**config.mk**
```make
export PLATFORM = sky130hd
export DESIGN_NAME = mem_arbiter
export DESIGN_NICKNAME = d
export VERILOG_FILES = /design/src/rtl/mem_arbiter.sv
export SDC_FILE = /design/constraint.sdc
export NUM_CORES = 1
export LEC_CHECK = 0
export CAP_MARGIN = 25
export CORE_MARGIN = 8
export CORE_UTILIZATION = 38
export DETAILED_ROUTE_END_ITERATION = 6
export PLACE_DENSITY = 0.82
export SLEW_MARGIN = 20
export SYNTH_ARGS = -nofsm -noshare
export SYNTH_HDL_FRONTEND = slang
export SYNTH_SLANG_ARGS = --single-unit
```
**constraint.sdc**
```tcl
create_clock -name clk -period 2.62 [get_ports clk]
set_clock_uncertainty 0.05 [all_clocks]
set_input_delay 0.393 -clock clk [delete_from_list [all_inputs] [get_ports clk]]
set_output_delay 0.393 -clock clk [all_outputs]
set_load 0.005 [all_outputs]
```
**src/rtl/mem_arbiter.sv**
```systemverilog
// Three-way arbiter (DMA fixed-high, fetch/data round-robin) for the single addr_interpreter port.
// Optional ISSUE watchdog enabled by defining MEM_ARB_TIMEOUT_EN.
module mem_arbiter #(
  parameter int unsigned TIMEOUT_CYCLES = 256,
  parameter logic [31:0] ERR_DATA       = 32'hDEAD_BEEF
) (
  input  logic        clk,
  input  logic        rst_n,
  input  logic [31:0] if_addr,
  input  logic        if_ren,
  output logic        if_ack,
  input  logic [31:0] dm_addr,
  input  logic [31:0] dm_data_i,
  input  logic        dm_ren,
  input  logic        dm_wen,
  output logic        dm_ack,
  input  logic [31:0] dma_addr,
  input  logic [31:0] dma_data_i,
  input  logic        dma_ren,
  input  logic        dma_wen,
  output logic        dma_ack,
  output logic [31:0] rdata,
  output logic [31:0] mem_addr,
  output logic [31:0] mem_data_i,
  output logic        mem_ren,
  output logic        mem_wen,
  input  logic        mem_ack,
  input  logic [31:0] mem_data_o,
  output logic [1:0]  grant,
  output logic [2:0]  arb_state,
  output logic        timeout_err
);

  typedef enum logic [2:0] {
    IDLE    = 3'b001,
    ISSUE   = 3'b010,
    RELEASE = 3'b100
  } state_t;

  typedef enum logic [1:0] {
    GNT_NONE = 2'd0,
    GNT_IF   = 2'd1,
    GNT_DM   = 2'd2,
    GNT_DMA  = 2'd3
  } grant_t;

  state_t      state, state_n;
  grant_t      grant_q, grant_n, winner;
  logic        rr, rr_n;  // 0: fetch favoured on the next tie, 1: data port favoured
  logic [31:0] addr_n, wdata_n, rdata_n;
  logic        ren_n, wen_n, done_n, terr_n;
  logic        if_ack_n, dm_ack_n, dma_ack_n;
  logic        timeout_hit;

  assign grant = grant_q;

`ifdef MEM_ARB_TIMEOUT_EN
  localparam logic [15:0] TO_LAST = 16'(TIMEOUT_CYCLES - 1);

  logic [15:0] tcnt;

  // Held at zero outside ISSUE, so every new transaction starts counting from zero.
  always_ff @(posedge clk or negedge rst_n) begin
    if (!rst_n) begin
      tcnt <= '0;
    end else if (state != ISSUE) begin
      tcnt <= '0;
    end else if (!mem_ack) begin
      tcnt <= tcnt + 16'd1;
    end
  end

  assign timeout_hit = (state == ISSUE) && (tcnt == TO_LAST);
`else
  // No watchdog in this build: ISSUE waits for mem_ack indefinitely.
  assign timeout_hit = (TIMEOUT_CYCLES == 0) && 1'b0;
`endif

  always_comb begin
    winner = GNT_NONE;
    if (dma_ren || dma_wen) begin
      winner = GNT_DMA;
    end else if (if_ren && (dm_ren || dm_wen)) begin
      winner = rr ? GNT_DM : GNT_IF;
    end else if (if_ren) begin
      winner = GNT_IF;
    end else if (dm_ren || dm_wen) begin
      winner = GNT_DM;
    end
  end

  always_comb begin
    // NOTE: every signal gets its hold/idle value first so no path through the case infers a latch.
    state_n = state;
    grant_n = grant_q;
    rr_n    = rr;
    addr_n  = mem_addr;
    wdata_n = mem_data_i;
    ren_n   = mem_ren;
    wen_n   = mem_wen;
    rdata_n = rdata;
    done_n  = 1'b0;
    terr_n  = 1'b0;

    case (state)
      IDLE: begin
        if (winner != GNT_NONE) begin
          grant_n = winner;
          state_n = ISSUE;
          case (winner)
            GNT_IF: begin
              addr_n  = if_addr;
              wdata_n = '0;
              ren_n   = 1'b1;
              wen_n   = 1'b0;
              rr_n    = 1'b1;
            end
            GNT_DM: begin
              addr_n  = dm_addr;
              wdata_n = dm_data_i;
              ren_n   = dm_ren;
              wen_n   = dm_wen & ~dm_ren;
              rr_n    = 1'b0;
            end
            default: begin
              addr_n  = dma_addr;
              wdata_n = dma_data_i;
              ren_n   = dma_ren;
              wen_n   = dma_wen & ~dma_ren;
            end
          endcase
        end
      end

      ISSUE: begin
        // A real completion takes precedence over a watchdog expiring in the same cycle.
        if (mem_ack) begin
          rdata_n = mem_data_o;
          done_n  = 1'b1;
          ren_n   = 1'b0;
          wen_n   = 1'b0;
          state_n = RELEASE;
        end else if (timeout_hit) begin
          rdata_n = ERR_DATA;
          done_n  = 1'b1;
          terr_n  = 1'b1;
          ren_n   = 1'b0;
          wen_n   = 1'b0;
          state_n = RELEASE;
        end
      end

      RELEASE: begin
        ren_n = 1'b0;
        wen_n = 1'b0;
        if (!mem_ack) begin
          grant_n = GNT_NONE;
          state_n = IDLE;
        end
      end

      default: begin
        state_n = IDLE;
        grant_n = GNT_NONE;
        ren_n   = 1'b0;
        wen_n   = 1'b0;
      end
    endcase

    if_ack_n  = done_n && (grant_q == GNT_IF);
    dm_ack_n  = done_n && (grant_q == GNT_DM);
    dma_ack_n = done_n && (grant_q == GNT_DMA);
  end

  always_ff @(posedge clk or negedge rst_n) begin
    // NOTE: registers take non-blocking assignments so every flop samples pre-edge values.
    if (!rst_n) begin
      state       <= IDLE;
      grant_q     <= GNT_NONE;
      rr          <= 1'b0;
      arb_state   <= '0;
      mem_addr    <= '0;
      mem_data_i  <= '0;
      mem_ren     <= 1'b0;
      mem_wen     <= 1'b0;
      rdata       <= '0;
      if_ack      <= 1'b0;
      dm_ack      <= 1'b0;
      dma_ack     <= 1'b0;
      timeout_err <= 1'b0;
    end else begin
      state       <= state_n;
      grant_q     <= grant_n;
      rr          <= rr_n;
      arb_state   <= state_n;
      mem_addr    <= addr_n;
      mem_data_i  <= wdata_n;
      mem_ren     <= ren_n;
      mem_wen     <= wen_n;
      rdata       <= rdata_n;
      if_ack      <= if_ack_n;
      dm_ack      <= dm_ack_n;
      dma_ack     <= dma_ack_n;
      timeout_err <= terr_n;
    end
  end

endmodule
```
Word-level counts from Yosys, hierarchy flattened
Cells that the tools add are included.

Equality and inequality tests: 11. Add/subtract/negate cells: 0. Shift-type cells: 0. Div/mod/pow operators: 0. Bitwise operators: 5. Multiplexer cells: 24. Order comparisons: 0. Multiply operators: 0. Reduce and logical (&&, ||, !) cells: 13.

Operators with widths (count): 32-bit one-hot mux with 2 select lines (2); 2-bit two-way mux (7); 1-bit one-hot mux with 2 select lines (5); 3-bit two-way mux (3); 3-bit one-hot mux with 3 select lines (1); 2-bit equality test, second input constant (3); 2-bit inequality test, second input constant (3); 2-bit one-hot mux with 3 select lines (1); 2-bit AND reduction (3); 3-bit AND reduction (2); 1-bit two-way mux (5); 2-bit by 1-bit equality test with 1-bit output, second input constant (2); 1-bit logical AND (4); 2-bit nonzero test (2); 3-bit by 1-bit equality test with 1-bit output, second input constant (1); 3-bit by 2-bit equality test with 1-bit output, second input constant (1); 3-bit equality test, second input constant (1); 1-bit NOT (3); 1-bit AND (2); 1-bit logical OR (2).

Input bits: 200. Bits in writable memories: 0. Memories: 0. Output and inout port bits: 107. ROM bits: 0. Bits in registers: 110. Bits in latches: 0. Word-level logic and storage cells: 65.

Longest topological paths before layout
Word-level depth: 9. Mapped depth: 10.

Least setup slack after synthesis
No wires, ideal clock.

Path kind: in2reg. Start point: input if_ren. End point: register mem_addr[9]. Data arrival time: 2182 ps. Stages on the path: 10. Required time: 2442 ps. Setup slack: 260 ps. Setup time: 128 ps. Cells stage by stage: nor2b_1 o21ai_0 inv_1 ha_1 or4b_1 buf_6 buf_8 buf_4 nand2_1 o31ai_2.

Word-level cells in the longest chain between the ends: 5. Elaborated cells between the ends (all ways): 9. Classes of those cells: eq/ne: 2; mux: 4; reduce/logical: 3.

Ends and longest elaborated chain: start: declaration (line 10) `input logic if_ren,`; 2-bit two-way mux or 1-bit logical AND (tied branches) (line 85, 83); 2-bit two-way mux * (line 83) `end else if (if_ren && (dm_ren || dm_wen)) begin`; 2-bit two-way mux * (line 81) `if (dma_ren || dma_wen) begin`; 2-bit equality test, or another cell as far along (line 110) `case (winner)`; 32-bit one-hot mux with 2 select lines or 2-bit AND reduction (tied branches); end signal: assignment (line 196) `mem_addr <= addr_n;`; end: declaration (line 23) `output logic [31:0] mem_addr,`.

Mark *: on every way between the ends. The rest lies on a longest branch, timed or not. A chain may end at the register's enable or synchronous reset.

Final worst setup path
Start point: input dm_ren. End point: register mem_addr[26].

Word-level cells in the longest chain between the ends: 7. Elaborated cells between the ends (all ways): 11. Classes of those cells: eq/ne: 2; mux: 5; reduce/logical: 4.

Ends and longest elaborated chain: start: declaration (line 14) `input logic dm_ren,`; 1-bit logical OR * (line 83, 87); 2-bit two-way mux (line 87) `end else if (dm_ren || dm_wen) begin`; 2-bit two-way mux (line 85) `end else if (if_ren) begin`; 2-bit two-way mux * (line 83); 2-bit two-way mux * (line 81); 2-bit equality test, or another cell as far along (line 110); 32-bit one-hot mux with 2 select lines or 2-bit AND reduction (tied branches).

Marks and branches as above.

==> impl_metrics.env <==
export IMPL_comb_power_share_pct=49.1
export IMPL_place_congestion=0.820
export IMPL_path_cells="clkdlybuf4s50_1 -> nor2_1 -> o21ai_0 -> inv_1 -> ha_2 -> or4b_4 -> buf_12 -> a211oi_1 -> a21o_1"
export IMPL_fin_crit_ps=2480
export IMPL_avgSynthCellArea_um2=10.9
export IMPL_first_iter_violations=298
export IMPL_finalSetupTns_ps=0
export IMPL_leakage_nw=3.56
export IMPL_slew_violations=0
export IMPL_syn_area_um2=5030
export IMPL_r2r_end="mem_addr[26]"
export IMPL_drc=0
export IMPL_swShare_pct=32.5
export IMPL_synth_distinct_cells=40
export IMPL_cts_resized_gates=0
export IMPL_period_share_pct=94.7
export IMPL_yosysWarnings=0
export IMPL_grt_use_total_pct=20.4
export IMPL_cp_max_fo=58
export IMPL_power_frac_clock_pct=16.6
export IMPL_ant_nets=0
export IMPL_cts_sinks=108
export IMPL_drive_above_1_share_pct=9.99
export IMPL_p_seq_share_pct=34.3
export IMPL_coreArea_um2=13100
export IMPL_synthCells=460
export IMPL_antenna_found_initial=0
export IMPL_die_area_um2=17200
export IMPL_finalWorstSetupSlack_ps=140
export IMPL_utilization_pct=65.9
export IMPL_power_switching_mw=2.87
export IMPL_holdWs_ps=19.8
export IMPL_pin_count=307
export IMPL_fmax_mhz=403
export IMPL_place_ws_ps=-222
export IMPL_r2r_start="rr"
export IMPL_slew_headroom_pct=57.2
export IMPL_portBuffers=305
export IMPL_synth_seq_area_share_pct=53.8
export IMPL_r2r_cells=8
export IMPL_fin_nets=949
export IMPL_cts_tree="yes"
export IMPL_rsz0062_at_grt="false"
export IMPL_hold_viol_final=0
export IMPL_final_common_cell="clkdlybuf4s50_1"
export IMPL_hpwl_mm=14.1
export IMPL_start_util_pct=38.4
export IMPL_crit_type="input port to flip-flop"
export IMPL_synth_nets=663
export IMPL_hold_buffers=0
export IMPL_hold_path_class="input port to async pin"
export IMPL_p_int_mw=5.97
export IMPL_wire_per_inst_um=19.5
export IMPL_numCtsBuffers=9
export IMPL_area_growth_pct=71.5
export IMPL_status="finished, final reports clean"
export IMPL_rows=42
export IMPL_grt_pass1_wl_mm=26.8
export IMPL_met2_usage_pct=36.1
export IMPL_wirelength_mm=18.1
export IMPL_crit_path_top_delay_cell="or4b_4"
export IMPL_clock_latency_ps=340
export IMPL_cp_required_ps=2850
export IMPL_crit_arrival_ps=2710
export IMPL_worstMarginPinSlew_ps=642
export IMPL_n_antenna_cell=0
export IMPL_setup_viol=0
export IMPL_first_pass_iters=4
export IMPL_critPathCaptureType="flip-flop"
export IMPL_use_met1_pct=21.9
export IMPL_grt_ovfl_total=0
export IMPL_post_cts_repair_setup_buffers=0
export IMPL_grt_start_max_net_pins=61
export IMPL_vias=4828
export IMPL_busiest_layer="met2"
export IMPL_ir_worst_vdd_v=0.000530
export IMPL_clk_path_buf_depth=2
export IMPL_grt_pass1_vias=5127
export IMPL_routed_via_density=5.21
export IMPL_final_cell_mix="clkdlybuf4s50_1 (304), dfrtp_1 (107), nor2_1 (102), a221oi_1 (43), mux2_2 (32)"
export IMPL_cp_start_kind="input port"
export IMPL_root_buffer="clkbuf_16"
export IMPL_power_density_nw_per_um2=1020
export IMPL_r2r_slack_ps=330
export IMPL_gr_usage_met3_pct=5.76
export IMPL_die_w_um=131
export IMPL_clk_pin_slew_ps=70
export IMPL_cap_viol_max_count=0
export IMPL_die_y_um=131
export IMPL_cp_slowest_stage_delay_ps=580
export IMPL_ys_ff_latch=108
export IMPL_h_tree_depth=3
export IMPL_crit_start="dm_ren"
stage by stage:
| step | total power, mW | instances | area (um2) |
|---|---|---|---|
| 2_1_floorplan | 4.96 | 460 | 5030 |
| 3_3_place_gp | 7.26 | 911 | 8300 |
| 3_5_place_dp | 7.44 | 911 | 8300 |
| 4_1_cts | 8.95 | 927 | 8620 |
| 5_1_grt | 9.43 | 927 | 8620 |
| 6_report | 8.84 | 927 | 8620 |
synthesized netlist by cell type:
cell type / n / area, um2
o31ai_2: 1 / 12.5
xnor2_1: 1 / 8.76
o21ai_0: 3 / 15.0
o31ai_1: 10 / 75.1
mux2_2: 32 / 360
and2_1: 1 / 6.26
a22o_1: 3 / 26.3
a221oi_1: 43 / 377
nor4bb_1: 3 / 30.0
nor3b_1: 2 / 15.0
or3_1: 1 / 6.26
nand3b_1: 2 / 15.0
or4b_1: 1 / 10.0
a21boi_0: 1 / 7.51
dfrtp_1: 107 / 2680
a22oi_1: 21 / 158
nor4b_4: 1 / 23.8
inv_1: 2 / 7.51
clkbuf_1: 25 / 93.8
ha_1: 3 / 37.5
o2bb2ai_2: 1 / 15.0
or3b_2: 2 / 17.5
nor2b_1: 1 / 6.26
and3b_1: 1 / 8.76
conb_1: 1 / 3.75
a31oi_1: 1 / 6.26
a21o_1: 21 / 158
a211oi_1: 21 / 158
clkinv_1: 1 / 3.75
and3_1: 1 / 6.26
buf_4: 6 / 45.0
nor2_1: 102 / 383
nand4b_1: 1 / 8.76
a21oi_1: 6 / 30.0
nand2_1: 13 / 48.8
dfstp_2: 1 / 26.3
buf_6: 7 / 78.8
nand2b_1: 1 / 6.26
buf_2: 8 / 40.0
buf_8: 1 / 15.0
critical path, delay by kind of cell:
family / cells / cell delay, ps
compound gates: 3 / 660
simple gates: 2 / 640
buf+inv: 3 / 820
fa+ha+maj: 1 / 180
power groups by stage:
stage / Clock [mW] / Combinational (mW) / Sequential (mW)
after detailed placement: 0 / 4.39 / 3.05
after global routing: 1.57 / 4.72 / 3.14
after global placement: 0 / 4.27 / 2.99
after CTS: 1.50 / 4.41 / 3.03
after floorplan: 0 / 1.97 / 3.00
final: 1.47 / 4.34 / 3.03
layer usage:
metal	share of wire, %	vias up
met5	0	-
met4	3.0	0
met3	9.0	36
met2	52	225
met1	36	2318
li1	-	2249
cell type report:
cell class                 count  area [um2]
sequential                   108        2700
tap                          176         220
timing repair buffer         322        3300
clock inverter                 7        98.8
clock buffer                   9         225
multi-input combinational    302        2060
inverter                       3        11.3
fill                        1013        4460
sequential cells by signal, summed over array words and instances, names as in the netlist:
signal / count
arb_state: 2
dm_ack: 1
dma_ack: 1
grant: 2
if_ack: 1
mem_addr: 32
mem_data_i: 32
mem_ren: 1
mem_wen: 1
rdata: 32
rr: 1
state: 2
worst max path at each step:
stage / cells after the start / to / slack, ps
after floorplan: 10 / mem_addr[9] / 260
after global placement: 9 / mem_addr[26] / -190
after detailed placement: 9 / mem_addr[26] / -220
after CTS: 9 / mem_addr[26] / 140
after global routing: 9 / mem_data_i[20] / 20
final: 9 / mem_addr[26] / 140
cells by family (layout without fill, tap and decap cells):
group | Yosys count | in the layout | share of synthesized area (%)
and+or+nand+nor | 133 | 133 | 11.8
muxes | 32 | 32 | 7.17
xor gates and xnor gates | 1 | 1 | 0.174
DFF | 108 | 108 | 53.8
adders and majority gates | 3 | 3 | 0.747
other | 1 | 1 | 0.0746
buffers and inverters | 50 | 341 | 5.65
AOI/OAI and AO/OA | 132 | 132 | 20.6
(Power assumes the default switching activity.)
